**src/rtl/mem_bus_master.sv**
```systemverilog
// ============================================================================
// Module   : mem_bus_master
// Brief    : Load/store bus initiator for a word-addressed data memory with
//            alignment checks, read-modify-write sub-word stores, load lane
//            extraction/extension and an ack-timeout watchdog.
// Revision : 1.0
// ============================================================================
`default_nettype none

module mem_bus_master #(
  parameter int TIMEOUT_CYCLES = 16
) (
  input  logic        clk,
  input  logic        rst,
  input  logic        req_valid_i,
  output logic        req_ready_o,
  input  logic        req_we_i,
  input  logic [1:0]  req_size_i,
  input  logic        req_unsigned_i,
  input  logic [31:0] req_addr_i,
  input  logic [31:0] req_wdata_i,
  output logic        resp_valid_o,
  output logic [31:0] resp_rdata_o,
  output logic        resp_err_o,
  output logic        mem_rd_en_o,
  output logic        mem_wr_en_o,
  output logic [31:0] mem_addr_o,
  output logic [31:0] mem_data_o,
  input  logic [31:0] mem_data_i,
  input  logic        mem_ack_i
);

  localparam logic [1:0] c_idle = 2'd0;
  localparam logic [1:0] c_rd   = 2'd1;
  localparam logic [1:0] c_wr   = 2'd2;
  localparam logic [1:0] c_resp = 2'd3;

  localparam int c_cnt_w = (TIMEOUT_CYCLES > 1) ? $clog2(TIMEOUT_CYCLES) : 1;
  localparam logic [c_cnt_w-1:0] c_cnt_last =
    c_cnt_w'((TIMEOUT_CYCLES > 0) ? TIMEOUT_CYCLES - 1 : 0);

  logic [1:0]         r_state;
  logic [31:0]        r_addr;
  logic [1:0]         r_size;
  logic               r_we;
  logic               r_unsigned;
  logic [31:0]        r_wdata;
  logic [31:0]        r_rdata;
  logic               r_err;
  logic [c_cnt_w-1:0] r_cnt;

  logic               w_bad_req;
  logic               w_timeout;
  logic [7:0]         w_byte;
  logic [15:0]        w_half;
  logic [31:0]        w_load;
  logic [31:0]        w_merged;

  always_comb begin
    w_bad_req = 1'b0;
    case (req_size_i)
      2'b00:   w_bad_req = 1'b0;
      2'b01:   w_bad_req = req_addr_i[0];
      2'b10:   w_bad_req = (req_addr_i[1:0] != 2'b00);
      default: w_bad_req = 1'b1;
    endcase
  end

  // A zero timeout parameter disables the watchdog; the counter then just wraps.
  assign w_timeout = (TIMEOUT_CYCLES != 0) && (r_cnt == c_cnt_last);

  assign w_byte = mem_data_i[{r_addr[1:0], 3'b000} +: 8];
  assign w_half = mem_data_i[{r_addr[1], 4'b0000} +: 16];

  always_comb begin
    w_load = mem_data_i;
    case (r_size)
      2'b00:   w_load = {{24{~r_unsigned & w_byte[7]}}, w_byte};
      2'b01:   w_load = {{16{~r_unsigned & w_half[15]}}, w_half};
      default: w_load = mem_data_i;
    endcase
  end

  always_comb begin
    w_merged = mem_data_i;
    if (r_size == 2'b00) begin
      w_merged[{r_addr[1:0], 3'b000} +: 8] = r_wdata[7:0];
    end else begin
      w_merged[{r_addr[1], 4'b0000} +: 16] = r_wdata[15:0];
    end
  end

  always_ff @(posedge clk or posedge rst) begin
    if (rst) begin
      r_state    <= c_idle;
      r_addr     <= '0;
      r_size     <= '0;
      r_we       <= 1'b0;
      r_unsigned <= 1'b0;
      r_wdata    <= '0;
      r_rdata    <= '0;
      r_err      <= 1'b0;
      r_cnt      <= '0;
    end else begin
      case (r_state)
        c_idle: begin
          if (req_valid_i) begin
            r_addr     <= req_addr_i;
            r_size     <= req_size_i;
            r_we       <= req_we_i;
            r_unsigned <= req_unsigned_i;
            r_wdata    <= req_wdata_i;
            r_rdata    <= '0;
            r_err      <= 1'b0;
            r_cnt      <= '0;
            if (w_bad_req) begin
              r_err   <= 1'b1;
              r_state <= c_resp;
            end else if (req_we_i && (req_size_i == 2'b10)) begin
              r_state <= c_wr;
            end else begin
              r_state <= c_rd;
            end
          end
        end
        c_rd: begin
          // Ack wins over the watchdog on the last permitted cycle.
          if (mem_ack_i) begin
            if (r_we) begin
              r_wdata <= w_merged;
              r_cnt   <= '0;
              r_state <= c_wr;
            end else begin
              r_rdata <= w_load;
              r_state <= c_resp;
            end
          end else if (w_timeout) begin
            r_err   <= 1'b1;
            r_state <= c_resp;
          end else begin
            r_cnt <= r_cnt + c_cnt_w'(1);
          end
        end
        c_wr: begin
          if (mem_ack_i) begin
            r_state <= c_resp;
          end else if (w_timeout) begin
            r_err   <= 1'b1;
            r_state <= c_resp;
          end else begin
            r_cnt <= r_cnt + c_cnt_w'(1);
          end
        end
        default: begin
          r_state <= c_idle;
        end
      endcase
    end
  end

  assign req_ready_o  = (r_state == c_idle);
  assign resp_valid_o = (r_state == c_resp);
  assign resp_rdata_o = resp_valid_o ? r_rdata : 32'd0;
  assign resp_err_o   = resp_valid_o & r_err;
  assign mem_rd_en_o  = (r_state == c_rd);
  assign mem_wr_en_o  = (r_state == c_wr);
  assign mem_addr_o   = {r_addr[31:2], 2'b00};
  assign mem_data_o   = mem_wr_en_o ? r_wdata : 32'd0;

endmodule

`default_nettype wire
```
**config.mk**
```make
export PLATFORM = sky130hd
export DESIGN_NAME = mem_bus_master
export DESIGN_NICKNAME = d
export VERILOG_FILES = /design/src/rtl/mem_bus_master.sv
export SDC_FILE = /design/constraint.sdc
export NUM_CORES = 1
export LEC_CHECK = 0
export CAP_MARGIN = 20
export CORE_AREA = 8 8 127 129
export CTS_CLUSTER_SIZE = 14
export DETAILED_ROUTE_END_ITERATION = 6
export DIE_AREA = 0 0 135 137
export PLACE_DENSITY = 0.76
export SLEW_MARGIN = 10
export SYNTH_ARGS = -nofsm -noshare
export SYNTH_HDL_FRONTEND = slang
export SYNTH_SLANG_ARGS = --single-unit
```
**constraint.sdc**
```tcl
create_clock -name clk -period 3.9 [get_ports clk]
set_input_delay 0.39 -clock clk [delete_from_list [all_inputs] [get_ports clk]]
set_output_delay 0.39 -clock clk [all_outputs]
set_load 0.01 [all_outputs]
```
==> results.md, run 1 <==
- GRT Total Usage: 0.218
- Ys async rst share: 1.00
- Count leader, synth: dfrtp_1
- I/O pin total: ~210
- Core area: 14200 sq um
- Hold-fix buffer count after cts: 0
- Routed via count: 5574
- Pre-antenna DRT Iters: 7
- PD cells: 754 nW/um^2
- CP Launch Type: flip-flop
- Slew headroom: 0.280
- Gate Count Post-Synth: 620
- Num rows: 44
- Vias in the first global route: 5616
- RSZ-0062 raised after global routing: false
- Die Span X: approximately 140 um
- Arr. time, crit path: 3.29 ns
- Leakage: 3.54 nW
- # DRC: 17
- Hold path start: r_rdata[7]
- Root Buffer: clkbuf_16
- Failing checks: design-rule violations
- H-tree depth: 3
- Reg-to-reg slack, setup: 0.89 ns
- Synth cell count leaders: dfrtp_1, and2_1, mux2_2
- Max incr delay on CP: 1.00 ns
- Largest net degree at the start of global routing: 70
- Initial Util: 0.441
- Slew @ Worst Pin: around 1.1 ns
- RD Place Congestion: 0.904
- Yosys cell types: between 50 and 60
- Reg2reg path depth: 6
- Routed wire length per instance: 21.5 um
- Clock insertion delay at the later pin of the skew report: approximately 0.35 ns
- Worst hold path class: flip-flop to flip-flop
- Crit-path slowest cell: nor2_1
- # Max-Cap Violations: 0
- Avg Cell Area, Syn: between 10 and 15 sq um
- Final Setup Violations: 0
- Vias/cell: 5.80
- Post-synthesis sequential area ratio: 0.428
- Fmax: 0.332 GHz
- Top cell type's share of synthesized area: 0.428
- Clk buf depth: 2
- Share of cells above drive strength 1: 0.107
- DRT iter0 DRCs: 599
- Placed cell count: 943
- First-pass GRT wire length: 31700 um
- CP cell instances: inv_1 -> ha_1 -> nor2b_1 -> nand3_1 -> nor2_1 -> a221o_1
- Start of the worst register-to-register path: r_state[1]
- CP endpoint kind: flip-flop
- Port Buf Inserts: a little over 200
- FF-to-FF End: r_rdata[24]
- Hold Path Cell Cnt: 1
- DP HPWL: around 16000 um
- Mapped cell area: 6260 sq um
- Top post-synthesis cells by area: dfrtp_1, mux2_2, and2_1, buf_4, o21ai_0
- Die ar.: 18500 sq um
- Clock sink total: 107
- Setup repair bufs after CTS: 0
- Final nets: between 800 and 900
- Hold EP: r_rdata[7]
- Post-Route WL: 20700 um
- Setup Crit Path Kind: flip-flop to flip-flop
- CTS tree: done
- Die height: 137 um
- Post-CTS sizing: 0
- Post-synth EDFFs: 0
- Min cycle time layout: 3.01 ns
- Clock slew at reported path FFs: 0.07 ns
- N_diodes: 0
- Max Slew Vio Count: 0
- YS warnings: 0
- Final clock skew: 0.0104 ns
- Grt total ovfl: 0
- Final hold violation count: 0
- Final period utilization: 0.771
- Antenna violations before repair: 0
- Status: finished, violations left
- Synthesized flop and latch total: 107
- Non-filler cells, final: 961
- Num CTS Buffers: 9
- Critical path peak fanout: 18
- Dominant synthesized flop cell: dfrtp_1
- Post-Route Setup TNS: 0 ns
- WP data required: roughly 4.2 ns
- Max VDD drop: 0.335 mV
- Synthesis-to-layout area growth: 35.9%
- DRT antenna net count: 0
- Area leader, netlist: dfrtp_1
-- worst max-delay path by stage --
stage | cells after the start | end | from
after floorplan | 1 | r_addr[0] | rst
after global placement | 5 | r_rdata[24] | req_valid_i
after detailed placement | 5 | r_rdata[24] | req_valid_i
after CTS | 6 | r_rdata[24] | r_state[1]
after global routing | 6 | r_rdata[24] | r_state[1]
final | 6 | r_rdata[24] | r_state[1]
-- final cells by class --
type | instances | area, sq um
fillers | 1176 | 5690
multi-input cells | 420 | 3100
flip-flops and latches | 107 | 2680
repair buffers | 213 | 2120
well taps | 184 | 230
clock buffers | 10 | 229
inverters | 21 | 81.3
clock inverters | 6 | 71.3
-- stage by stage --
stage               area [sq um]  worst slack (ns)  total power [W]  hold slack, ns   util
CTS                         8480             0.912          0.00639           0.487  0.597
global route                8510             0.602          0.00683           0.508  0.599
floorplan                   6260             0.693          0.00425           0.442      -
detailed placement          8180             0.856          0.00544           0.468  0.576
global placement            8180              1.08          0.00533           0.462  0.576
finish                      8510             0.891          0.00642           0.484  0.599
-- logic make-up (layout without fill, tap and decap cells) --
group / count (synthesis) / count (layout) / synth area share
buffers and inverters: 94 / 250 / 0.0777
AO/OA/AOI/OAI: 169 / 169 / 0.202
flip-flops: 107 / 107 / 0.428
adder cells (fa/ha/maj): 11 / 11 / 0.0220
multiplexers: 64 / 64 / 0.112
AND/OR/NAND/NOR: 174 / 174 / 0.158
other: 1 / 2 / 0.000599
-- placed cells by master, fill, tap and decap left out, drive strengths merged, types with 3 or more instances in the layout --
master,Yosys,layout
a21oi,20,20
a221o,16,16
a221oi,16,16
a222oi,8,8
a22o,17,17
a31oi,23,23
and2,66,66
and3,15,15
buf,42,11
clkbuf,31,10
clkdlybuf4s50,0,202
dfrtp,107,107
ha,11,11
inv,19,22
mux2,48,48
mux2i,16,16
nand2,32,32
nor2,21,21
nor2b,18,18
nor3,3,3
nor3b,3,3
nor4,3,3
o21ai,33,33
o221ai,8,8
o2bb2ai,7,7
o32ai,7,7
or3b,3,3
-- power by group --
part | leakage, nW | total (W) | switching (W) | internal, W
clock network | 0.140 | 0.000927 | 0.000421 | 0.000506
registers | 1.33 | 0.00215 | 0.000506 | 0.00165
logic | 2.07 | 0.00334 | 0.00162 | 0.00171
-- state kept, by name (all words and copies together) (netlist names) --
name / cells
r_rdata: 32
r_unsigned: 1
r_size: 2
r_addr: 32
r_wdata: 32
r_cnt: 4
r_err: 1
r_we: 1
r_state: 2
-- routing by layer --
layer | wire, um | global-route usage
met1 | 8320 | 0.272
met2 | 10100 | 0.371
met3 | 1790 | 0.0444
met4 | 401 | 0.0697
met5 | 0 | 0
-- critical path, delay by kind of cell (launching register included) --
family,cells,cell delay (ns)
and+or+nand+nor,3,1.77
DFF,1,0.43
adders and majority gates,1,0.35
AOI/OAI and AO/OA,1,0.29
buffers and inverters,1,0.10
Note: power is estimated with default switching activity, not from simulation.
==> inputs of run 2 (changes only) <==
clock period = 3 ns   (was 3.9 ns; I/O delays follow)
==> run 2 against run 1 <==
The run now ends clean; setup slack got worse by 0.42 ns; sequential power increased by 28%; wire length increased by 1.1%; design area increased by 0.49%; highest routed layer unchanged; global-route usage about the same.
==> results.md, run 2 (synthesized netlist as in run 1, its figures left out) <==
- Status: finished, final reports clean
- Setup Crit Path Kind: flip-flop to primary output
- Largest net degree at the start of global routing: roughly 110
- Post-CTS sizing: 0
- Reg-to-reg slack, setup: 0.56 ns
- Crit-path slowest cell: clkdlybuf4s50_1
- Final nets: 891
- Hold-fix buffer count after cts: 0
- Num rows: 44
- Most common cell after layout, fill and taps aside: clkdlybuf4s50_1
- Setup repair bufs after CTS: 0
- Slew @ Worst Pin: 0.934 ns
- CTS tree: done
- Clock sink total: 107
- Antenna violations before repair: 0
- Slew headroom: 0.376
- Share of cells above drive strength 1: 0.113
- Final period utilization: 0.844
- Most frequent cells in the layout: clkdlybuf4s50_1, dfrtp_1, and2_1
- Routed via count: 5586
- Synthesis-to-layout area growth: 36.6%
- Fillers: 1172
- Die Span X: 135 um
- Setup WS pre-CTS: 0.591 ns
- Final Setup Violations: 0
- CP cell instances: inv_1 -> ha_1 -> buf_4 -> and2_1 -> clkdlybuf4s50_1
- Arr. time, crit path: ~2.2 ns
- GRT Total Usage: 0.218
- Die height: 137 um
- Storage cell area: 2680 sq um
- RD Place Congestion: 0.949
- Post-layout util: 0.602
- Vias/cell: a little under 6
- Reg2reg path depth: 6
- FF-to-FF End: r_wdata[0]
- Initial Util: 0.441
- WP data required: between 2 and 3 ns
- Vias in the first global route: 5622
- Fmax: 0.395 GHz
- Grt total ovfl: 0
- Worst hold path class: input port to async pin
- Post-route design area: 8550 sq um
- Top flop regs: r_addr: 32 flops, r_rdata: 32 flops, r_wdata: 32 flops
- Leakage: between 3 and 4 nW
- H-tree depth: 3
- DRT antenna net count: 0
- Num CTS Buffers: 9
- Max Slew Vio Count: 0
- DP HPWL: between 15000 and 20000 um
- Pre-antenna DRT Iters: 7
- # DRC: 0
- Core area: about 14000 sq um
- Post-Route WL: 20900 um
- Routed wire length per instance: 21.6 um
- Clock slew at reported path FFs: 0.07 ns
- RSZ-0062 raised after global routing: false
- Critical path peak fanout: 33
- # Max-Cap Violations: 0
- PD cells: just under 1000 nW/um^2
- DRT iter0 DRCs: around 500
- Start of the worst register-to-register path: r_state[1]
- Final hold violation count: 0
- First-pass GRT wire length: 31500 um
- Min cycle time layout: roughly 2.5 ns
- Max VDD drop: approximately 0.42 mV
- Port Buf Inserts: 202
- DP Area: a little over 8000 sq um
- I/O pin total: 205
- Max incr delay on CP: ~0.57 ns
- Final clock skew: slightly below 0.004 ns
- Post-Route Setup TNS: 0 ns
- Die ar.: 18500 sq um
- Final WS setup: between 0.4 and 0.5 ns
- Worst path top cell family by delay: buffers and inverters
- CP endpoint kind: primary output
- Area of the multi-input gates: a little over 3000 sq um
- CP Launch Type: flip-flop
- Worst path bufs/invs: 3
- Clock insertion delay at the later pin of the skew report: between 0.3 and 0.4 ns
- Root Buffer: clkbuf_16
- Clk buf depth: 2
- N_diodes: 0
==> run 2: layout make-up <==
type,count,share of cell area
well taps,184,0.0269
multi-input cells,420,0.363
repair buffers,217,0.254
clock inverters,5,0.00410
inverters,21,0.00966
clock buffers,11,0.0296
flip-flops and latches,107,0.313
==> run 2: stage by stage <==
step                      instances  total power, W  hold slack, ns
after floorplan                 621         0.00552           0.439
after global placement          948         0.00699           0.462
after detailed placement        948         0.00716           0.464
after CTS                       964         0.00833           0.485
after global routing            965         0.00883           0.496
final                           965         0.00832           0.437
==> run 2: report_power, final <==
group,switching [W],total (W),internal (W)
Combinational,0.00217,0.00442,0.00225
Clock,0.000544,0.00116,0.000612
Sequential,0.000607,0.00275,0.00214
==> run 2: routing by layer <==
metal | up-vias | part of all wire | track usage
met5 | - | 0 | 0
met1 | 2682 | 0.40 | 0.262
met3 | 52 | 0.084 | 0.0525
met2 | 295 | 0.48 | 0.359
li1 | 2557 | - | -
met4 | 0 | 0.036 | 0.111
==> run 2: how the worst max path moves through the flow <==
stage	cells after the start	slack, ns	start	to
4_1_cts	5	0.46	r_state[0]	mem_data_o[7]
6_report	5	0.47	r_state[0]	mem_data_o[7]
3_3_place_gp	5	0.71	mem_data_i[31]	r_rdata[9]
3_5_place_dp	6	0.59	r_state[0]	r_rdata[3]
5_1_grt	5	0.34	r_state[0]	mem_data_o[19]
2_1_floorplan	8	0.85	r_state[1]	r_rdata[16]
==> run 2: worst reg2reg max path, stage by stage, from the launching register on <==
cell	delay, ns
dfrtp_1	0.44
inv_1	0.12
ha_1	0.37
or3b_2	0.55
o22ai_1	0.53
a22o_1	0.24
mux2_2	0.15
==> patch 1: new RTL, flow settings as in run 1 <==
`TIMEOUT_CYCLES`: 16 -> 64.
--- a/src/rtl/mem_bus_master.sv
+++ b/src/rtl/mem_bus_master.sv
@@ -10,3 +10,3 @@
 module mem_bus_master #(
-  parameter int TIMEOUT_CYCLES = 16
+  parameter int TIMEOUT_CYCLES = 64
 ) (
Check against the original RTL: same outputs for any inputs over 4 cycles, from zero or initial values and one cycle with rst high; that may be too few to reach the edited logic, so the function may still have changed.
==> patch 1 against run 1 <==
  * The flow still finishes with violations (DRC)
  * Final area increased by 2.1%
  * Count of clock-buffer cells in the layout unchanged
  * Area after synthesis increased by 2.7%
  * Critical path type unchanged
  * Sequential cell count increased by 2
  * Fmax increased by 3.3%
  * Combinational power increased by 2%
  * Worst setup slack improved by 0.095 ns
  * Routed wire length increased by 0.38%
  * Total power increased by 1.0%
  * Non-clock buffer count increased by 1
  * Clock power increased by 5.4%
  * First-iteration DRC count increased by 1.5%
==> patch 1: results (changes against run 1) <==
- Sum of net half-perimeters after detailed placement: 16,200 um (+2.5%)
- Fraction of met2 tracks used by global routing: 0.369 (-0.00221)
- Number of global-route vias before repair: 5,816 (+3.6%)
- Post-synthesis share of cell area spent on full adders, half adders and majority gates: 0.0214 (-0.000577)
- # placed instances: 970 (+2.9%)
- Clock tree skew after final layout: 0.00683 ns (-0.00357 ns)
- HP Start: r_addr[11]$_DFFE_PP0P_
- Cell count after synthesis: 649 (+4.7%)
- Global-route met1 utilization: 0.267 (-0.00532)
- Status: finished, violations left
- Global-route wire length before repair: 31,700 um (+0.20%)
- Total routing usage reported by global routing: 0.218 (+0.000232)
- Length of routed met3 wiring: 1710 um (-4.9%)
- Data arrival time at the worst-slack endpoint: 3.20 ns (-0.09 ns)
- Crit-path leading delay family: compound AO/OA/AOI/OAI gates
- RD Place Congestion: 0.997 (+10%)
- Leading cell types by total area after synthesis: sky130_fd_sc_hd__dfrtp_1 (42%), sky130_fd_sc_hd__mux2_2 (8.2%), sky130_fd_sc_hd__and2_1 (6.4%), sky130_fd_sc_hd__buf_4 (3.7%), sky130_fd_sc_hd__nand2_1 (3.3%)
- Metal-1 WL: 8460 um (+1.7%)
- Met3 Usage GRT: 0.0470 (+0.00257)
- Standby leakage power: 3.57 nW (+0.77%)
- Synth cell types: 58 (+14%)
- Largest stage delay on the critical path: 0.82 ns (-0.18 ns)
- Pin count of the biggest net entering global routing: 65 (-7.1%)
- Area fraction in compound gates after synthesis: 0.203 (+0.000714)
- Routed vias: 5,787 (+3.8%)
- Violations in the final reports: DRC
- Routed wire length per instance: 21.0 um (-2.3%)
- Final net count: 914 (+3.0%)
- Proportion of synthesized chip area in sequential cells: 0.424 (-0.00345)
- Post-detailed-route DRC marker count: 4 (-13)
- Clock Power: 0.977 mW (+5.4%)
- Fillers: 1,150 (-2.2%)
- Xor and xnor area share after synthesis: 0 (unchanged)
- Net switching component of the power: 2.56 mW (+0.21%)
- Met2 wire length: 10,000 um (-1.1%)
- Most frequent cells after synthesis: sky130_fd_sc_hd__dfrtp_1 (109), sky130_fd_sc_hd__and2_1 (66), sky130_fd_sc_hd__nand2_1 (56)
- Post-detailed-routing wire length: 20,700 um (+0.38%)
- Iter 0 DRT Violations: 608 (+1.5%)
- Multiplexer share of the synthesized area: 0.0994 (-0.0125)
- Input/output buffers: 202 (unchanged)
- Max-Slew Margin vs Limit: 0.271 (-0.00927)
- Highest fanout seen on the critical path: 35 (+17)
- Share of cells above drive strength 1: 0.107 (+0.000277)
- Worst setup slack after placement: 1.05 ns (+0.196 ns)
- Standard cell with the maximum stage delay on the critical path: sky130_fd_sc_hd__a2111oi_4
- Fraction of power consumed by combinational cells: 0.525 (+0.005)
-- patch 1: final timing paths --
kind	endpoint	slack [ns]	cells past startpoint
setup / recovery	r_rdata[20]$_DFFE_PP0P_	0.99	6
hold / removal	r_addr[11]$_DFFE_PP0P_	0.50	1
setup reg to reg	r_rdata[20]$_DFFE_PP0P_	0.99	6
hold reg to reg	r_addr[11]$_DFFE_PP0P_	0.50	1
max in group asynchronous	r_wdata[5]$_DFFE_PP0P_	2.54	3
min in group asynchronous	r_addr[23]$_DFFE_PP0P_	0.54	2
-- patch 1: final cells by class --
cell class / count / share of cell area
clock inverter: 5 / 0.00950
timing repair buffer: 214 / 0.245
sequential: 109 / 0.314
clock buffer: 10 / 0.0263
tap: 184 / 0.0265
inverter: 24 / 0.0107
multi-input combinational: 441 / 0.369
-- patch 1: through the flow --
step / cell area [um^2] / power, mW
finish: 8690 / 6.48
global route: 8690 / 6.88
floorplan: 6430 / 4.30
CTS: 8660 / 6.45
detailed placement: 8350 / 5.47
global placement: 8350 / 5.37
==> patch 2: new RTL, config.mk and constraints of run 1 <==
Without the edit above. Put a register stage on the output `resp_err_o`, without a reset. The value now appears one clock later. The other outputs are not delayed to match.
--- a/src/rtl/mem_bus_master.sv
+++ b/src/rtl/mem_bus_master.sv
@@ -163,3 +163,5 @@
   assign resp_rdata_o = resp_valid_o ? r_rdata : 32'd0;
-  assign resp_err_o   = resp_valid_o & r_err;
+  always_ff @(posedge clk) begin
+    resp_err_o <= resp_valid_o & r_err;
+  end
   assign mem_rd_en_o  = (r_state == c_rd);
Behaviour: not the same (a bounded check fails within 4 cycles, from zero or initial values and one cycle with rst high).
==> patch 2 against run 1 <==
  * Final area increased by 0.40%
  * Total power increased by 0.72%
  * Routed wire length increased by 2.1%
  * Sequential cell count increased by 1
  * Worst setup slack improved by 0.024 ns
  * Area after synthesis increased by 0.32%
  * Count of clock-buffer cells in the layout decreased by 1
  * Via count about the same
  * Highest routed layer unchanged
==> patch 2: results (changes against run 1) <==
- Clock tree skew after final layout: 0.00904 ns (-0.00136 ns)
- Area of placed instances: 8210 um^2 (+0.43%)
- Length of routed met3 wiring: 1880 um (+4.7%)
- Iter 0 DRT Violations: 581 (-3.0%)
- Maximum clock insertion buffer count: 2 (unchanged)
- Warning count from the yosys run: 0 (unchanged)
- Hold_ws: 0.480 ns (-0.00441 ns)
- Routed vias: 5,573 (-0.018%)
- Pin count of the biggest net entering global routing: 65 (-7.1%)
- Final net count: 889 (+0.23%)
- Worst hold path stage count: 1 (unchanged)
- Clock Power: 0.960 mW (+3.6%)
- Routed wire length per instance: 21.9 um (+1.8%)
- Standard cell with the maximum stage delay on the critical path: sky130_fd_sc_hd__dfrtp_1
- RD Place Congestion: 0.914 (+1.1%)
- IR drop worst, VDD: 0.000287 V (-14%)
- Proportion of synthesized chip area in sequential cells: 0.429 (+0.00182)
- Max-Slew Margin vs Limit: 0.302 (+0.0219)
- Crit-path leading delay family: flip-flops
- DRT Pass-1 Iters: 6 (-1)
- Sum of net half-perimeters after detailed placement: 16,000 um (+1.6%)
- Pwr dens: 756 nW/um^2 (+0.32%)
- Post-synth ARST share: 0.991 (-0.00926)
- Total of cells resized after clock tree synthesis: 0 (unchanged)
- Worst-path clk slew: 0.08 ns
- Met3 Usage GRT: 0.0510 (+0.00661)
- Global-route met1 utilization: 0.280 (+0.00811)
- Slack of the worst reg-to-reg path: 0.92 ns (+0.02 ns)
- Number of global-route vias before repair: 5,618 (+0.036%)
- Comb. pwr: 3.32 mW
- Metal-1 WL: 8350 um (+0.41%)
- Status: finished clean
- HP Start: r_rdata[7]$_DFFE_PP0P_
- Data arrival time at the worst-slack endpoint: 3.27 ns (-0.02 ns)
- Launching point of the worst reg2reg path: r_addr[1]$_DFFE_PP0P_
- Number of buffers created by CTS: 9 (unchanged)
- Number of antenna cells inserted: 0 (unchanged)
- Highest fanout seen on the critical path: 24 (+6)
- Type of the tightest min-delay check: flip-flop to flip-flop
- Largest stage delay on the critical path: 1.02 ns (+0.02 ns)
- Leading cell types by total area after synthesis: sky130_fd_sc_hd__dfrtp_1 (43%), sky130_fd_sc_hd__mux2_2 (8.6%), sky130_fd_sc_hd__and2_1 (6.6%), sky130_fd_sc_hd__buf_4 (3.8%), sky130_fd_sc_hd__o21ai_0 (2.6%)
- Termination of the worst setup path: r_wdata[22]$_DFFE_PP0P_
- Met2 wire length: 10,200 um (+0.22%)
- Synth cell types: 52 (+2.0%)
- Fraction of power spent switching nets: 0.407 (+0.00981)
- Share of cells above drive strength 1: 0.109 (+0.00229)
- Fraction of met2 tracks used by global routing: 0.354 (-0.0166)
- Global-route wire length before repair: 31,900 um (+0.68%)
- Most frequent cells after synthesis: sky130_fd_sc_hd__dfrtp_1 (107), sky130_fd_sc_hd__and2_1 (66), sky130_fd_sc_hd__mux2_2 (48)
- Total routing usage reported by global routing: 0.223 (+0.00443)
- Standby leakage power: 3.56 nW (+0.66%)
- Top flop regs: r_addr x32, r_rdata x32, r_wdata x32
==> patch 2: changes by cell type after synthesis <==
cell	delta
sky130_fd_sc_hd__dfxtp_1	+1
==> patch 2: cell type report <==
cell class                 instances  area [um^2]
sequential                       108         2700
inverter                          21         81.3
clock inverter                     7         88.8
tap                              184          230
clock buffer                       9          225
timing repair buffer             214         2120
fill                            1171         5660
multi-input combinational        420         3100
==> patch 2: stage by stage <==
stage | setup WS, ns | util | std cells
floorplan | 0.693 | - | 622
global placement | 1.16 | 0.578 | 946
detailed placement | 1.02 | 0.578 | 946
CTS | 0.955 | 0.600 | 962
global route | 0.736 | 0.601 | 963
finish | 0.915 | 0.601 | 963
==> patch 2: kinds of logic after synthesis <==
| logic type | count (synthesis) | share of synthesized area |
|---|---|---|
| compound gates | 169 | 0.202 |
| fa+ha+maj | 11 | 0.0219 |
| buf+inv | 94 | 0.0775 |
| flops | 108 | 0.429 |
| mux | 64 | 0.112 |
| other cells | 1 | 0.000597 |
| simple gates | 174 | 0.157 |
